**config.mk**
```make
export PLATFORM = sky130hd
export DESIGN_NAME = lcd_timing_gen_flat
export DESIGN_NICKNAME = d
export VERILOG_FILES = /design/src/rtl/lcd_timing_gen_pkg.sv /design/src/rtl/lcd_timing_gen_if.sv /design/src/rtl/lcd_timing_gen_axis_counter.sv /design/src/rtl/lcd_timing_gen.sv /design/src/flat_wrapper.sv
export SDC_FILE = /design/constraint.sdc
export NUM_CORES = 1
export LEC_CHECK = 0
export BUFFER_PORTS_ARGS = -buffer_cell sky130_fd_sc_hd__buf_4
export CAP_MARGIN = 0
export CORE_AREA = 4 4 89 91
export DETAILED_ROUTE_END_ITERATION = 10
export DIE_AREA = 0 0 93 95
export PLACE_DENSITY = 0.84
export REMOVE_ABC_BUFFERS = 1
export SLEW_MARGIN = 20
export SYNTH_ARGS = -nofsm -noshare
export SYNTH_HDL_FRONTEND = slang
export SYNTH_SLANG_ARGS = --single-unit
```
**constraint.sdc**
```tcl
create_clock -name clk -period 4.5 [get_ports clk]
set_clock_uncertainty 0.15 [all_clocks]
set_input_delay 0 -clock clk [delete_from_list [all_inputs] [get_ports clk]]
set_output_delay 0 -clock clk [all_outputs]
set_load 0.01 [all_outputs]
```
**src/rtl/lcd_timing_gen_pkg.sv**
```systemverilog
// Shared timing constants for the 800x480 parallel-RGB panel.
// The display pixel path imports the same values so both sides agree on
// where the visible window sits inside the raw raster.
package lcd_timing_pkg;

  // Horizontal timing in pixel clocks
  localparam int LCD_H_SYNC   = 48;
  localparam int LCD_H_BACK   = 40;
  localparam int LCD_H_ACTIVE = 800;
  localparam int LCD_H_FRONT  = 40;
  localparam int LCD_H_TOTAL  = LCD_H_SYNC + LCD_H_BACK + LCD_H_ACTIVE + LCD_H_FRONT;

  // Vertical timing in lines
  localparam int LCD_V_SYNC   = 3;
  localparam int LCD_V_BACK   = 29;
  localparam int LCD_V_ACTIVE = 480;
  localparam int LCD_V_FRONT  = 13;
  localparam int LCD_V_TOTAL  = LCD_V_SYNC + LCD_V_BACK + LCD_V_ACTIVE + LCD_V_FRONT;

  // Visible window expressed in raw raster coordinates
  localparam int SCREEN_WIDTH   = LCD_H_ACTIVE;
  localparam int SCREEN_HEIGHT  = LCD_V_ACTIVE;
  localparam int SCREEN_START_X = LCD_H_SYNC + LCD_H_BACK;
  localparam int SCREEN_START_Y = LCD_V_SYNC + LCD_V_BACK;

  // Coordinate and timestamp widths
  localparam int LCD_X_BITS    = 11;
  localparam int LCD_Y_BITS    = 10;
  localparam int LCD_TIME_BITS = 32;

  typedef struct packed {
    logic [7:0] r;
    logic [7:0] g;
    logic [7:0] b;
  } rgb_t;

  localparam rgb_t BLACK = '0;

endpackage

```
**src/rtl/lcd_timing_gen_if.sv**
```systemverilog
// Scan-side bus between the timing generator (master) and the display
// pixel block (slave): coordinates and timing out, colour back.
interface lcd_timing_gen_if
  import lcd_timing_pkg::*;
#(
  parameter int X_BITS    = LCD_X_BITS,
  parameter int Y_BITS    = LCD_Y_BITS,
  parameter int TIME_BITS = LCD_TIME_BITS
);
  logic [X_BITS-1:0]    x;
  logic [Y_BITS-1:0]    y;
  logic                 valid;
  logic [TIME_BITS-1:0] cur_time;
  logic                 frame_start;
  logic [7:0]           r_in;
  logic [7:0]           g_in;
  logic [7:0]           b_in;

  modport master (
    output x, y, valid, cur_time, frame_start,
    input  r_in, g_in, b_in
  );

  modport slave (
    input  x, y, valid, cur_time, frame_start,
    output r_in, g_in, b_in
  );
endinterface

```
**src/rtl/lcd_timing_gen_axis_counter.sv**
```systemverilog
// One raster axis: a wrapping position counter with a terminal-count flag
// plus decode of the sync window and the active (visible) window.
module lcd_axis_counter #(
  parameter int BITS      = 11,
  parameter int TOTAL     = 928,
  parameter int SYNC      = 48,
  parameter int ACT_START = 88,
  parameter int ACT_END   = 888
) (
  input  logic            clk,
  input  logic            rst,
  input  logic            i_en,
  output logic [BITS-1:0] o_count,
  output logic            o_tc,
  output logic            o_sync,
  output logic            o_active
);

  localparam logic [BITS-1:0] LAST      = BITS'(TOTAL - 1);
  localparam logic [BITS-1:0] STEP      = BITS'(1);
  localparam logic [BITS-1:0] SYNC_END  = BITS'(SYNC);
  localparam logic [BITS-1:0] ACT_FIRST = BITS'(ACT_START);
  localparam logic [BITS-1:0] ACT_LIMIT = BITS'(ACT_END);

  // A total that does not fit the counter would silently alias positions
  if (longint'(TOTAL) > (longint'(1) << BITS)) begin : g_range_check
    $error("lcd_axis_counter: TOTAL %0d does not fit in %0d bits", TOTAL, BITS);
  end

  logic [BITS-1:0] r_count;

  // Advance on enable, wrapping to zero after the last position of the axis
  always_ff @(posedge clk) begin
    if (rst) begin
      r_count <= '0;
    end else if (i_en) begin
      r_count <= (r_count == LAST) ? '0 : r_count + STEP;
    end
  end

  assign o_count  = r_count;
  assign o_tc     = (r_count == LAST);
  assign o_sync   = (r_count < SYNC_END);
  assign o_active = (r_count >= ACT_FIRST) && (r_count < ACT_LIMIT);

endmodule

```
**src/rtl/lcd_timing_gen.sv**
```systemverilog
// Raster timing generator: sweeps raw panel coordinates for the display
// pixel block and registers its colour together with hsync/vsync/de so
// every panel pin lags the coordinates by exactly one pixel step.
module lcd_timing_gen
  import lcd_timing_pkg::*;
#(
  parameter int H_SYNC          = LCD_H_SYNC,
  parameter int H_BACK          = LCD_H_BACK,
  parameter int H_ACTIVE        = LCD_H_ACTIVE,
  parameter int H_FRONT         = LCD_H_FRONT,
  parameter int V_SYNC          = LCD_V_SYNC,
  parameter int V_BACK          = LCD_V_BACK,
  parameter int V_ACTIVE        = LCD_V_ACTIVE,
  parameter int V_FRONT         = LCD_V_FRONT,
  parameter int SYNC_ACTIVE_LOW = 1,
  parameter int X_BITS          = LCD_X_BITS,
  parameter int Y_BITS          = LCD_Y_BITS,
  parameter int TIME_BITS       = LCD_TIME_BITS
) (
  input  logic             clk,
  input  logic             rst,
  input  logic             i_pix_en,
  lcd_timing_gen_if.master pix_if,
  output logic [7:0]       o_lcd_r,
  output logic [7:0]       o_lcd_g,
  output logic [7:0]       o_lcd_b,
  output logic             o_lcd_hsync,
  output logic             o_lcd_vsync,
  output logic             o_lcd_de
);

  localparam int H_TOTAL     = H_SYNC + H_BACK + H_ACTIVE + H_FRONT;
  localparam int V_TOTAL     = V_SYNC + V_BACK + V_ACTIVE + V_FRONT;
  localparam int H_ACT_START = H_SYNC + H_BACK;
  localparam int V_ACT_START = V_SYNC + V_BACK;

  localparam logic SYNC_ON  = (SYNC_ACTIVE_LOW != 0) ? 1'b0 : 1'b1;
  localparam logic SYNC_OFF = (SYNC_ACTIVE_LOW != 0) ? 1'b1 : 1'b0;
  localparam logic [TIME_BITS-1:0] TIME_ONE = TIME_BITS'(1);

  logic [X_BITS-1:0] w_h_count;
  logic [Y_BITS-1:0] w_v_count;
  logic w_step, w_v_en, w_wrap, w_de;
  logic w_h_tc, w_h_sync, w_h_active;
  logic w_v_tc, w_v_sync, w_v_active;
  rgb_t w_pixel;

  logic                 r_valid;
  logic [TIME_BITS-1:0] r_cur_time;
  logic                 r_frame_start;
  logic                 r_first_pending;
  rgb_t                 r_lcd_rgb;
  logic                 r_lcd_de;
  logic                 r_lcd_hsync;
  logic                 r_lcd_vsync;

  // The scan only moves once the generator is running, so the cycle after
  // reset always presents (0,0) before the first step
  assign w_step  = i_pix_en & r_valid;
  assign w_v_en  = w_step & w_h_tc;
  assign w_wrap  = w_step & w_h_tc & w_v_tc;
  assign w_de    = w_h_active & w_v_active;
  assign w_pixel = '{r: pix_if.r_in, g: pix_if.g_in, b: pix_if.b_in};

  lcd_axis_counter #(
    .BITS(X_BITS), .TOTAL(H_TOTAL), .SYNC(H_SYNC),
    .ACT_START(H_ACT_START), .ACT_END(H_ACT_START + H_ACTIVE)
  ) u_h_counter (
    .clk(clk), .rst(rst), .i_en(w_step),
    .o_count(w_h_count), .o_tc(w_h_tc), .o_sync(w_h_sync), .o_active(w_h_active)
  );

  lcd_axis_counter #(
    .BITS(Y_BITS), .TOTAL(V_TOTAL), .SYNC(V_SYNC),
    .ACT_START(V_ACT_START), .ACT_END(V_ACT_START + V_ACTIVE)
  ) u_v_counter (
    .clk(clk), .rst(rst), .i_en(w_v_en),
    .o_count(w_v_count), .o_tc(w_v_tc), .o_sync(w_v_sync), .o_active(w_v_active)
  );

  // Running flag and free-running timestamp, independent of the pixel enable
  always_ff @(posedge clk) begin
    if (rst) begin
      r_valid    <= 1'b0;
      r_cur_time <= '0;
    end else begin
      r_valid    <= 1'b1;
      r_cur_time <= r_cur_time + TIME_ONE;
    end
  end

  // Frame start: once for the first enabled edge after reset, then on every wrap
  always_ff @(posedge clk) begin
    if (rst) begin
      r_frame_start   <= 1'b0;
      r_first_pending <= 1'b1;
    end else begin
      r_frame_start <= i_pix_en & (r_first_pending | w_wrap);
      if (i_pix_en) begin
        r_first_pending <= 1'b0;
      end
    end
  end

  // Pin stage: capture the decode of the position being left, colour blanked
  // outside the visible window, all pins held while the scan is stalled
  always_ff @(posedge clk) begin
    if (rst) begin
      r_lcd_rgb   <= BLACK;
      r_lcd_de    <= 1'b0;
      r_lcd_hsync <= SYNC_OFF;
      r_lcd_vsync <= SYNC_OFF;
    end else if (w_step) begin
      r_lcd_rgb   <= w_de ? w_pixel : BLACK;
      r_lcd_de    <= w_de;
      r_lcd_hsync <= w_h_sync ? SYNC_ON : SYNC_OFF;
      r_lcd_vsync <= w_v_sync ? SYNC_ON : SYNC_OFF;
    end
  end

  assign pix_if.x           = w_h_count;
  assign pix_if.y           = w_v_count;
  assign pix_if.valid       = r_valid;
  assign pix_if.cur_time    = r_cur_time;
  assign pix_if.frame_start = r_frame_start;

  assign o_lcd_r     = r_lcd_rgb.r;
  assign o_lcd_g     = r_lcd_rgb.g;
  assign o_lcd_b     = r_lcd_rgb.b;
  assign o_lcd_de    = r_lcd_de;
  assign o_lcd_hsync = r_lcd_hsync;
  assign o_lcd_vsync = r_lcd_vsync;

endmodule

```
**src/flat_wrapper.sv**
```systemverilog
// flat-port wrapper written by rule: the top's interface ports become plain ports
module lcd_timing_gen_flat import lcd_timing_pkg::*;
#(
  parameter int H_SYNC          = LCD_H_SYNC,
  parameter int H_BACK          = LCD_H_BACK,
  parameter int H_ACTIVE        = LCD_H_ACTIVE,
  parameter int H_FRONT         = LCD_H_FRONT,
  parameter int V_SYNC          = LCD_V_SYNC,
  parameter int V_BACK          = LCD_V_BACK,
  parameter int V_ACTIVE        = LCD_V_ACTIVE,
  parameter int V_FRONT         = LCD_V_FRONT,
  parameter int SYNC_ACTIVE_LOW = 1,
  parameter int X_BITS          = LCD_X_BITS,
  parameter int Y_BITS          = LCD_Y_BITS,
  parameter int TIME_BITS       = LCD_TIME_BITS
)
  (clk, rst, i_pix_en, o_lcd_r, o_lcd_g, o_lcd_b, o_lcd_hsync, o_lcd_vsync, o_lcd_de, pix_if_x, pix_if_y, pix_if_valid, pix_if_cur_time, pix_if_frame_start, pix_if_r_in, pix_if_g_in, pix_if_b_in);
  lcd_timing_gen_if #(.X_BITS(X_BITS), .Y_BITS(Y_BITS), .TIME_BITS(TIME_BITS)) pix_if_i ();
  input  logic clk;
  input  logic rst;
  input  logic i_pix_en;
  output logic [7:0] o_lcd_r;
  output logic [7:0] o_lcd_g;
  output logic [7:0] o_lcd_b;
  output logic o_lcd_hsync;
  output logic o_lcd_vsync;
  output logic o_lcd_de;
  output wire logic [$bits(pix_if_i.x)-1:0] pix_if_x;
  output wire logic [$bits(pix_if_i.y)-1:0] pix_if_y;
  output wire logic [$bits(pix_if_i.valid)-1:0] pix_if_valid;
  output wire logic [$bits(pix_if_i.cur_time)-1:0] pix_if_cur_time;
  output wire logic [$bits(pix_if_i.frame_start)-1:0] pix_if_frame_start;
  input wire logic [$bits(pix_if_i.r_in)-1:0] pix_if_r_in;
  input wire logic [$bits(pix_if_i.g_in)-1:0] pix_if_g_in;
  input wire logic [$bits(pix_if_i.b_in)-1:0] pix_if_b_in;
  assign pix_if_x = pix_if_i.x;
  assign pix_if_y = pix_if_i.y;
  assign pix_if_valid = pix_if_i.valid;
  assign pix_if_cur_time = pix_if_i.cur_time;
  assign pix_if_frame_start = pix_if_i.frame_start;
  assign pix_if_i.r_in = pix_if_r_in;
  assign pix_if_i.g_in = pix_if_g_in;
  assign pix_if_i.b_in = pix_if_b_in;
  lcd_timing_gen #(.H_SYNC(H_SYNC), .H_BACK(H_BACK), .H_ACTIVE(H_ACTIVE), .H_FRONT(H_FRONT), .V_SYNC(V_SYNC), .V_BACK(V_BACK), .V_ACTIVE(V_ACTIVE), .V_FRONT(V_FRONT), .SYNC_ACTIVE_LOW(SYNC_ACTIVE_LOW), .X_BITS(X_BITS), .Y_BITS(Y_BITS), .TIME_BITS(TIME_BITS)) u_core (.clk(clk), .rst(rst), .i_pix_en(i_pix_en), .pix_if(pix_if_i), .o_lcd_r(o_lcd_r), .o_lcd_g(o_lcd_g), .o_lcd_b(o_lcd_b), .o_lcd_hsync(o_lcd_hsync), .o_lcd_vsync(o_lcd_vsync), .o_lcd_de(o_lcd_de));
endmodule
```
==> summary.md, run 1 <==
| Metric | Value |
|---|---|
| Outcome | completed |
| Required @ worst endpoint | roughly 4600 ps |
| DRT iter0 DRCs | about 220 |
| Yosys warnings | 0 |
| First-pass GRT wire length | 16,100 um |
| CTS buffer count | 9 |
| Buf/Inv on CP | 0 |
| Crit Path Max Fanout | 19 |
| Largest net degree at the start of global routing | 41 |
| FF-to-FF setup slack | between 1500 and 2000 ps |
| Max H-tree Level | 3 |
| Hpwl dp | 6390 um |
| Top cells by count, synth | 83 x dfxtp_1, 33 x a21oi_1, 27 x or4_1 |
| Post-synth EDFFs | 0 |
| Die W | around 93 um |
| Antenna-violating nets left | 0 |
| Via Count | between 3,000 and 4,000 |
| VDD IR max | 0.142 mV |
| Post-CTS sizing | 0 |
| Yosys reg bits | 83 |
| Ys async rst share | 0% |
| Crit path cell chain | ha_1 -> and4_1 -> nand4_1 -> or4_1 -> a21oi_1 |
| Total congestion overflow | 0 |
| Fin Setup TNS | 0 ps |
| Die height | 95 um |
| Layout area overhead | 38.5% |
| Slew HR | between 30% and 40% |
| Most instantiated library cell after synthesis | dfxtp_1 |
| Clock-pin slew on the worst setup and hold paths | approximately 100 ps |
| Worst Hold Class | input pin to register |
| Postcts setup bufs | 0 |
| Layout cells sized above 1 | 25.8% |
| Max Transition Viols Final | 0 |
| Kind of critical path | register to register |
| CP peak stage delay | 710 ps |
| # setup viols final | 0 |
| Yosys top cell area share | 48.2% |
| Startpoint Class | register |
| Fin nets | ~530 |
| Post-Syn Area | between 3000 and 4000 um^2 |
| GPL Wtd Cong | between 0.8 and 0.9 |
| Initial Util | 48.4% |
| Util after Layout | roughly two thirds |
| Hold buffers post-CTS | 26 |
| RSZ-0062 raised after global routing | false |
| # rows | 31 |
| N_diodes | 0 |
| Antenna violations before repair | 0 |
| GRT Total Usage | approximately 23% |
| Die area | between 8000 and 9000 um^2 |
| Register area share after synthesis | about half |
| Core Area | between 7000 and 8000 um^2 |
| Vias in the first global route | 3,386 |
| WL final | a little under 10,000 um |
| Power density cells | approximately 280 nW/um^2 |
| Pleak | approximately 0.0019 uW |
| CP arrival | between 2000 and 3000 ps |
| Avg Synthesized Cell Area | between 9 and 10 um^2 |
| Clock Path Buffers | 2 |
| Io pins | about 110 |
| Drt pass-1 iters | 4 |
| Routed len/inst | around 16 um |
| Slack of the critical path | about 1800 ps |
| Most used DFF post-synth | dfxtp_1 |
| Largest delay contributor family on the critical path | simple AND/OR/NAND/NOR gates |
| Vias/cell | roughly 5.7 |
| Fmax | approximately 370 MHz |
| Gate Count Post-Synth | approximately 370 |
| DRC viols | 0 |
| Port buffer count | 108 |
| Period utilization | 60.3% |
| Setup WS pre-CTS | 1890 ps |
| TritonCTS clock tree | built |
| Largest area contributor in the synthesized netlist | dfxtp_1 |
| Clock root cell | clkbuf_8 |
| Final min period | 2710 ps |
| Worst Tran Pin Value | between 900 and 1000 ps |
| Worst setup EP type | register |
| Synth unique cells | 34 |
| Final Hold Violating Endpoints | 0 |
| Max-Cap Viols | 0 |
| CTS Sinks | 83 |
| Largest cells by area after synthesis | dfxtp_1 48%, a22o_1 6.1%, or4_1 5.9% |
| Crit-path slowest cell | or4_1 |
| Clk Latency, worst-skew pair | ~360 ps |
==> per-layer routing <==
layer  GRT usage, %  vias to the layer above  share of wire (%)
li1               -                     1636                  -
met1           27.4                     1654                 40
met2           38.9                      105                 53
met3           4.94                       19                4.1
met4           8.79                        0                2.1
met5              0                        -                  0
==> placed cells by master (no fill, tap or decap), types with 2 or more instances in the layout <==
cell and n:
clkbuf_8 9, clkinvlp_4 2, inv_6 3, xor2_1 10
or4_1 27, and4_1 8, a22o_1 24, a21oi_1 33
xnor2_1 9, dlygate4sd3_1 26, inv_1 15, o21ai_0 13
dfxtp_1 83, and2_1 4, and3_1 3, buf_4 109
nor4_1 2, nor4b_1 2, nand3_1 16, or3_1 7
o31ai_1 21, nand4_1 9, nand2_1 23, nor2_1 24
ha_1 5, nor2b_1 2, nor3_1 4
==> cell families after synthesis <==
logic type	share of synthesized area (%)
XOR/XNOR	4.82
buffers and inverters	4.39
multiplexers	0.326
AO/OA/AOI/OAI	18.1
adder cells (fa/ha/maj)	1.81
AND/OR/NAND/NOR	22.4
flip-flops	48.2
==> through the flow <==
stage	total power, uW	instance area, um^2	hold WS, ps	cells
after global placement	816	4320	58.9	560
after detailed placement	818	4320	63.1	560
after CTS	1350	4770	225	602
after global routing	1400	4780	237	603
after floorplan	779	3360	-83.3	352
final	1340	4780	251	603
==> flip-flops by register name, summed over array words and instances, names as in the netlist <==
signal and flops:
u_core.o_lcd_b 8, u_core.o_lcd_de 1, u_core.o_lcd_g 8, u_core.o_lcd_hsync 1, u_core.o_lcd_r 8, u_core.o_lcd_vsync 1, u_core.pix_if.cur_time 32, u_core.pix_if.frame_start 1
u_core.pix_if.valid 1, u_core.r_first_pending 1, u_core.u_h_counter.o_count 11, u_core.u_v_counter.o_count 10
==> worst reg2reg max path: stages, from the launching register on <==
cell	delay, ps
dfxtp_1	460
ha_1	200
and4_1	330
nand4_1	630
or4_1	720
a21oi_1	160
==> where the power goes <==
group / leakage (uW) / total, uW / internal (uW) / switching [uW]
Sequential: 0.000670 / 746 / 740 / 6.09
Combinational: 0.00113 / 75.7 / 42.0 / 33.8
Clock: 0.0000915 / 520 / 215 / 305
Total: 0.00189 / 1340 / 997 / 345
==> layout make-up <==
type | instances | area (um^2)
Clock buffer | 9 | 124
Clock inverter | 7 | 68.8
Fill cell | 595 | 2360
Inverter | 16 | 60.1
Multi-Input combinational cell | 253 | 1650
Sequential cell | 83 | 1660
Tap cell | 99 | 124
Timing Repair Buffer | 136 | 1090
==> worst paths after layout <==
kind	start	to	depth (start not counted)
worst min register to register	u_core.pix_if.cur_time[0]	u_core.pix_if.cur_time[0]	1
worst max register to register	u_core.u_h_counter.o_count[0]	u_core.u_v_counter.o_count[9]	5
worst min-delay path	pix_if_r_in[5]	u_core.o_lcd_r[5]	3
worst max-delay path	u_core.u_h_counter.o_count[0]	u_core.u_v_counter.o_count[9]	5
(Power assumes the default switching activity.)
==> run 2, diff against run 1 <==
- ABC_AREA: not set -> 1
- CORE_AREA: 4 4 89 91 -> 4 4 97 99
- DIE_AREA: 0 0 93 95 -> 0 0 101 103
- PLACE_DENSITY: 0.84 -> 0.83
- clock period: 4.5 -> 2.6 ns (I/O delays scaled with it)
==> summary.md, run 2 <==
| Metric | Value |
|---|---|
| Period utilization | 74.9% (+15 points) |
| Most frequent cells in the layout | 152 x nand2_1, 110 x buf_4, 83 x dfxtp_1 |
| Antenna-violating nets left | 0 (unchanged) |
| DRC viols | 0 (unchanged) |
| Fin Setup TNS | 0 ps (unchanged) |
| Sequential power share | 54.4% (-1.2 points) |
| Required @ worst endpoint | 2700 ps (-1930 ps) |
| Hold buffers post-CTS | 26 (unchanged) |
| Commonest non-fill, non-tap cell in the layout | nand2_1 |
| Vias/cell | 5.21 (-8.1%) |
| Yosys warnings | 0 (unchanged) |
| Layout area overhead | 30.9% |
| Largest net degree at the start of global routing | 60 (+46%) |
| Max Transition Viols Final | 0 (unchanged) |
| Fin Hold WS | 306 ps (+54.3 ps) |
| Max-Cap Viols | 0 (unchanged) |
| WL final | 11,400 um (+15%) |
| Outcome | completed |
| Kind of critical path | register to register |
| Most instantiated library cell after synthesis | nand2_1 |
| Clock-pin slew on the worst setup and hold paths | 80 ps (-20 ps) |
| Avg Synthesized Cell Area | 7.36 um^2 (-20%) |
| Clock Power Share | 39.2% (+0.5 points) |
| Worst hold stages | 3 (unchanged) |
| Drt pass-1 iters | 5 (+1) |
| Layout cells sized above 1 | 27.2% (+1.4 points) |
| Register area share after synthesis | 39.3% (-8.8 points) |
| Largest cells by area after synthesis | dfxtp_1 39%, nand2_1 13%, a21oi_1 5.3% |
| Clock root cell | clkbuf_8 |
| Post-CTS sizing | 0 (unchanged) |
| Sw Share | 22.1% (-3.6 points) |
| Power density cells | 429 nW/um^2 (+53%) |
| # rows | 34 (+9.7%) |
| Die area | 10,400 um^2 (+18%) |
| Fmax | 514 MHz (+39%) |
| TritonCTS clock tree | built |
| DRT iter0 DRCs | 213 (-1.8%) |
| Io pins | 109 (unchanged) |
| Top cells by count, synth | 152 x nand2_1, 83 x dfxtp_1, 59 x nor2_1 |
| Crit Path Max Fanout | 33 (+14) |
| Combinational share of power | 6.4% (+0.8 points) |
| Synth unique cells | 34 (unchanged) |
| Clock Path Buffers | 2 (unchanged) |
| Max H-tree Level | 3 (unchanged) |
| Hpwl dp | 8110 um (+27%) |
| Port buffer count | 108 (unchanged) |
| Layout fillers | 726 (+22%) |
| Pint | 1850 uW (+85%) |
| Total congestion overflow | 0 (unchanged) |
| Worst setup EP type | register |
| Via Count | 4,258 (+25%) |
| Initial Util | 49.4% (+1.1 points) |
| GRT Total Usage | 23.0% (+0.42 points) |
| Startpoint Class | register |
| Crit path cell chain | nand2_4 -> nor3_4 -> nand2_2 -> nor2_8 -> nand3_1 -> a21oi_1 |
| Yosys reg bits | 83 (unchanged) |
| Worst Hold Class | input pin to register |
| Tot Pwr | 2370 uW (+77%) |
| RSZ-0062 raised after global routing | false |
| Die W | 101 um (+8.6%) |
| Core Area | 8550 um^2 (+20%) |
| Post-synth EDFFs | 0 (unchanged) |
| Antenna violations before repair | 0 (unchanged) |
| # setup viols final | 0 (unchanged) |
| Yosys top cell area share | 39.3% (-8.8 points) |
| Pleak | 0.00214 uW (+13%) |
| First-pass GRT wire length | 19,300 um (+20%) |
| Max reg flops | 32 (unchanged) |
| Fin nets | 738 (+39%) |
| CP arrival | 2050 ps (-800 ps) |
| Routed len/inst | 14.0 um (-15%) |
| Worst Tran Pin Value | 758 ps (-171 ps) |
| Post-Syn Area | 4230 um^2 (+22%) |
| Crit-path slowest cell | nor2_8 |
| Clk Latency, worst-skew pair | 340 ps (-20 ps) |
| Final min period | 1950 ps (-768 ps) |
| Die height | 103 um (+8.4%) |
| Slew HR | 49.5% (+12 points) |
| CTS Sinks | 83 (unchanged) |
| Final Hold Violating Endpoints | 0 (unchanged) |
| Vias in the first global route | 4,147 (+22%) |
| CTS buffer count | 9 (unchanged) |
| Sw power | 524 uW (+52%) |
| Worst Reg2Reg Path Length in Cells | 6 (+1) |
| Most used DFF post-synth | dfxtp_1 |
| GPL Wtd Cong | 0.905 (+13%) |
| N_diodes | 0 (unchanged) |
| Postcts setup bufs | 0 (unchanged) |
| CP peak stage delay | 390 ps (-320 ps) |
| Ys async rst share | 0% (unchanged) |
| VDD IR max | 0.269 mV (+89%) |
| Largest area contributor in the synthesized netlist | dfxtp_1 |
| Gate Count Post-Synth | 574 (+54%) |
-- run 2: final cells by class --
cell class | count | area (um^2) | share of cell area (%)
Timing Repair Buffer | 136 | 1090 | 19.6
Tap cell | 108 | 135 | 2.44
Sequential cell | 83 | 1660 | 30.0
Clock inverter | 2 | 35.0 | 0.633
Clock buffer | 13 | 159 | 2.87
Multi-Input combinational cell | 417 | 2230 | 40.3
Inverter | 59 | 226 | 4.09
-- run 2: kinds of logic (layout without fill, tap and decap cells) --
logic type               count (synthesis)  in the layout  synth area share, %
AO/OA/AOI/OAI                           84             84                 12.0
adder cells (fa/ha/maj)                  5              5                 1.48
flip-flops                              83             83                 39.3
AND/OR/NAND/NOR                        322            322                 38.0
XOR/XNOR                                 6              6                 1.24
buffers and inverters                   74            210                 7.93
-- run 2: power groups by stage --
stage	clock network, uW	logic [uW]	registers [uW]
after detailed placement	0	119	1320
final	929	152	1290
after global placement	0	117	1320
after global routing	1000	167	1290
after CTS	952	150	1290
after floorplan	0	35.2	1320
-- run 2: worst paths after layout --
path	startpoint	endpoint	slack, ps
min	i_pix_en	u_core.r_first_pending	310
max	u_core.pix_if.valid	u_core.o_lcd_r[1]	650
max reg2reg	u_core.pix_if.valid	u_core.o_lcd_r[1]	650
min reg2reg	u_core.r_first_pending	u_core.pix_if.frame_start	320
-- run 2: layer usage --
metal  vias to the layer above  global-route usage, %  wire length (um)
li1                       2145                      -                 -
met1                      1935                   28.6              4780
met2                       156                   38.0              5400
met3                        22                   6.29               977
met4                         0                   8.90               265
met5                         -                      0                 0
-- run 2: metrics by stage --
| stage | setup WS, ps | cell area [um^2] | cells | utilization, % |
|---|---|---|---|---|
| final | 653 | 5530 | 818 | 64.7 |
| after global routing | 498 | 5530 | 818 | 64.7 |
| after CTS | 729 | 5530 | 818 | 64.7 |
| after detailed placement | 730 | 5080 | 777 | 59.4 |
| after global placement | 817 | 5080 | 777 | 59.4 |
| after floorplan | 695 | 4120 | 559 | - |
-- run 2: critical path: cells and delay by family, from the launching register on --
| kind | cells | cell delay, ps |
|---|---|---|
| AO/OA/AOI/OAI | 1 | 200 |
| flip-flops | 1 | 380 |
| AND/OR/NAND/NOR | 5 | 1120 |
